## src/rtl/rc4_decrypt_fsm.sv

```systemverilog
// RC4 PRGA decrypt controller: walks the message one byte per 12-state pass,
// swapping S entries and XORing the keystream into the decrypted-message RAM.
module rc4_decrypt_fsm #(
  parameter int unsigned MSG_LEN = 32
) (
  input  logic       clk,
  input  logic       reset,
  input  logic       start,
  input  logic [7:0] q,
  output logic [7:0] address,
  output logic [7:0] data,
  output logic       wren,
  output logic [1:0] mem_sel,
  output logic       done
);

  typedef enum logic [3:0] {
    IDLE, RD_SI, LD_SI, RD_SJ, LD_SJ, WR_SI, WR_SJ,
    RD_F, LD_F, RD_M, LD_M, WR_D, NEXT, DONE
  } state_t;

  localparam logic [1:0] SEL_NONE = 2'b00;
  localparam logic [1:0] SEL_S    = 2'b01;
  localparam logic [1:0] SEL_D    = 2'b10;
  localparam logic [1:0] SEL_ROM  = 2'b11;
  localparam logic [7:0] K_LAST   = 8'(MSG_LEN - 1);

  state_t     state;
  logic [7:0] i, j, si, sj, f, m, k;

  // Outputs are loaded together with the next state, so each output register
  // holds the decode of the state being entered; values that are loaded from q
  // in the same edge (j, sj, m) are used directly from q.
  always_ff @(posedge clk) begin
    if (reset) begin
      state   <= IDLE;
      i       <= '0;
      j       <= '0;
      si      <= '0;
      sj      <= '0;
      f       <= '0;
      m       <= '0;
      k       <= '0;
      address <= '0;
      data    <= '0;
      wren    <= 1'b0;
      mem_sel <= SEL_NONE;
      done    <= 1'b0;
    end else begin
      address <= '0;
      data    <= '0;
      wren    <= 1'b0;
      mem_sel <= SEL_NONE;
      done    <= 1'b0;
      case (state)
        IDLE: begin
          if (start) begin
            i       <= 8'd1;
            j       <= '0;
            k       <= '0;
            state   <= RD_SI;
            mem_sel <= SEL_S;
            address <= 8'd1;
          end
        end
        RD_SI: state <= LD_SI;
        LD_SI: begin
          si      <= q;
          j       <= j + q;
          state   <= RD_SJ;
          mem_sel <= SEL_S;
          address <= j + q;
        end
        RD_SJ: state <= LD_SJ;
        LD_SJ: begin
          sj      <= q;
          state   <= WR_SI;
          mem_sel <= SEL_S;
          address <= i;
          data    <= q;
          wren    <= 1'b1;
        end
        WR_SI: begin
          state   <= WR_SJ;
          mem_sel <= SEL_S;
          address <= j;
          data    <= si;
          wren    <= 1'b1;
        end
        WR_SJ: begin
          state   <= RD_F;
          mem_sel <= SEL_S;
          address <= si + sj;
        end
        RD_F: state <= LD_F;
        LD_F: begin
          f       <= q;
          state   <= RD_M;
          mem_sel <= SEL_ROM;
          address <= k;
        end
        RD_M: state <= LD_M;
        LD_M: begin
          m       <= q;
          state   <= WR_D;
          mem_sel <= SEL_D;
          address <= k;
          data    <= f ^ q;
          wren    <= 1'b1;
        end
        WR_D: state <= NEXT;
        NEXT: begin
          if (k == K_LAST) begin
            state <= DONE;
            done  <= 1'b1;
          end else begin
            k       <= k + 8'd1;
            i       <= i + 8'd1;
            state   <= RD_SI;
            mem_sel <= SEL_S;
            address <= i + 8'd1;
          end
        end
        DONE: begin
          if (start) done  <= 1'b1;
          else       state <= IDLE;
        end
        default: state <= IDLE;
      endcase
    end
  end

endmodule

```

## config.mk

```make
export PLATFORM = sky130hd
export DESIGN_NAME = rc4_decrypt_fsm
export DESIGN_NICKNAME = d
export VERILOG_FILES = /design/src/rtl/rc4_decrypt_fsm.sv
export SDC_FILE = /design/constraint.sdc
export NUM_CORES = 1
export LEC_CHECK = 0
export ABC_AREA = 1
export CAP_MARGIN = 30
export CORE_ASPECT_RATIO = 0.5
export CORE_MARGIN = 2
export CORE_UTILIZATION = 37
export DETAILED_ROUTE_END_ITERATION = 12
export HOLD_SLACK_MARGIN = 0.1
export PLACE_DENSITY = 0.52
export SKIP_CTS_REPAIR_TIMING = 1
export SYNTH_ARGS = -nofsm -noshare
export SYNTH_HDL_FRONTEND = slang
export SYNTH_SLANG_ARGS = --single-unit
```

## constraint.sdc

```tcl
create_clock -name clk -period 2.1 [get_ports clk]
set_clock_uncertainty 0.15 [all_clocks]
set_input_delay 0.315 -clock clk [delete_from_list [all_inputs] [get_ports clk]]
set_output_delay 0.315 -clock clk [all_outputs]
set_load 0.01 [all_outputs]
```

==> flow_summary.ini <==
[synth]
ys_seq_elements = 72
netlist_area_um2 = 3870
ys_seq_area_share_pct = 37.2
syn_area_per_cell_um2 = 6.99
synth_area_leaders = dfxtp_1 37%, nand2_1 14%, nor2_1 6.6%, a21oi_1 6.2%, ha_1 5.2%
synth_top_cell_area_share_pct = 37.2
yosysTopAreaCell = dfxtp_1
async_flop_share_pct = 0
syn_inst = 554
ys.flop_type = dfxtp_1
synth_common_cells = 140 x nand2_1, 72 x dfxtp_1, 68 x nor2_1
synth-edff-count = 0
ys_warn_count = 0
ys_types = 40
syn_nets = 583
synth_most_common_cell = nand2_1

[clock_network]
clock_sinks = 72
cts_buffers = 9
clkLatencyLatePin_ns = 0.34
cts_tree = done
cts_root_buf = clkbuf_16
htree_levels = 3
clockBufferDepth = 2
path_clk_slew_ns = 0.06

[critical_path]
crit_path_start_kind = primary input
crit_chain = clkdlybuf4s50_1, ha_1, fa_1, buf_4, nand3_1, nand4_1, nand3_1, nand3_1, nand2_1, inv_1
worstPathRequired_ns = 2.18
critPathSlowestCell = clkdlybuf4s50_1
slowest_delay_ns = 0.43
crit_arrival_ns = 2.01
ff2ff_path_depth = 8
cp-end-kind = register
worstPathMaxFanout = 3
worst-setup-path-type = in2reg
reg2reg_from = si[2]$_SDFFE_PP0P_
reg2reg_to = address[3]$_SDFF_PP0_
cpMostUsedCell = nand3_1
reg2reg_slack_ns = 0.19

[global_route]
grt_pass1_vias = 3303
grt_pass1_wl_um = 17200
grtUsageTotal_pct = 19.7
grt-ovfl-total = 0
antenna_found_initial = 0
grt_start_max_net_pins = 42

[worst_hold_path]
hold_start = sj[5]$_SDFFE_PP0N_
worst_hold_path.num_cells = 2
hold_end = sj[5]$_SDFFE_PP0N_
min_path_type = reg2reg

[power]
leakage_uw = 0.00214
p_int_uw = 2540
power_frac_seq_pct = 42.1
combPwrFrac_pct = 14.0
powerDensity_nw_per_um2 = 728
finalPower_uw = 3480
peakVddDrop_mv = 0.395
clkPwrFrac_pct = 43.9
p_sw_share_pct = 27.1
p_switching_uw = 942

[layout]
multi_input_area_um2 = 2130
syn_to_final_growth_pct = 23.5
layout-drive-gt1-share_pct = 13.2
finalNonFillerCells = 755
ff_latch_area_um2 = 1440
nets = 639
antennaDiodeCount = 0
fill_cells = 1087

[route]
wl_um = 10400
drt_iter0_markers = 249
wire_per_inst_um = 13.8
vias_per_cell = 4.74
ant_nets = 0
num_vias = 3576
drt-pass1-iter-count = 5
drc = 0

[timing]
finalMaxSlewViolations = 0
fin_crit_sh_pct = 91.7
worst_slew_pin_slew_ns = 0.532
fmax_mhz = 519
timing_hold_violations_final = 0
fin_crit_ns = 1.93
setup_viol = 0
slew_headroom_pct = 64.5
rsz0062_at_grt = no

[placed_design]
gp_congestion = 0.816
post-place-cells = 739
io_buffers = 30
hpwl_um = 7580

[die]
fp.dieArea_um2 = 11300
start_util_pct = 38.0
num_io_pins = 31
die_w_um = 149
die_y_um = 76.3
row_count = 26
core_area_um2 = 10200

[flow_run]
maxCapViolCount = 0

[run_status]
status = finished clean
## power by group through the flow
stage	combinational (uW)	clock [uW]	sequential (uW)
after floorplan	310	0	1490
after global routing	550	1630	1470
after CTS	489	1570	1470
after detailed placement	486	0	1500
after global placement	485	0	1500
final	487	1530	1470
## cell usage in the layout (no fill, tap or decap), types with 16 or more instances in the layout
cell type	n
nand2_1	140
o21ai_0	34
nor2_1	68
inv_1	51
clkdlybuf4s50_1	29
buf_4	28
ha_1	16
a21oi_1	48
dfxtp_1	72
nand3_1	33
## routing by layer
metal / share of wire (%) / global-route usage [%] / wire length, um
met3: 4.9 / 5.15 / 505
met2: 41 / 28.8 / 4270
met4: 0.75 / 4.57 / 78
met5: 0 / 0 / 0
met1: 53 / 28.8 / 5540
## through the flow
stage / worst slack, ns / area [um2] / hold WS, ns / TNS, ns / utilization, %
after floorplan: 0.306 / 3870 / 0.299 / 0 / -
after global placement: -0.214 / 4480 / 0.311 / -1.11 / 44.0
after detailed placement: -0.238 / 4480 / 0.312 / -1.36 / 44.0
after CTS: 0.126 / 4780 / 0.322 / 0 / 46.9
after global routing: 0.0190 / 4780 / 0.349 / 0 / 46.9
final: 0.174 / 4780 / 0.322 / 0 / 46.9
## final cells by class
cell class	count	area share (%)
clock buffer	9	4.71
timing repair buffer	58	10.6
inverter	61	4.84
multi-input combinational	408	44.5
tap	140	3.66
sequential	72	30.2
clock inverter	7	1.52
## worst max-delay path by stage
stage | start | endpoint | cells after the start
6_report | q[0] | address[6]$_SDFF_PP0_ | 10
4_1_cts | q[0] | address[4]$_SDFF_PP0_ | 9
5_1_grt | q[0] | address[4]$_SDFF_PP0_ | 9
3_3_place_gp | q[0] | address[4]$_SDFF_PP0_ | 9
2_1_floorplan | q[0] | address[4]$_SDFF_PP0_ | 8
3_5_place_dp | q[0] | address[4]$_SDFF_PP0_ | 9
## flip-flops by register name, summed over array words and instances, names as in the netlist, 2 cells and up
name,cells
state,4
j,8
sj,8
f,8
i,8
si,8
address,8
data,8
mem_sel,2
k,8
## cells by family after synthesis
kind of cell / share of synthesized area [%]
and+or+nand+nor: 32.2
AOI/OAI and AO/OA: 13.9
buffers and inverters: 7.76
DFF: 37.2
adders and majority gates: 6.21
xor gates and xnor gates: 2.72
## critical path: cells and delay by family
family / cells / cell delay, ns
buffers and inverters: 3 / 0.62
adder cells (fa/ha/maj): 2 / 0.62
AND/OR/NAND/NOR: 5 / 0.44
Power figures use the tool's default switching activity.
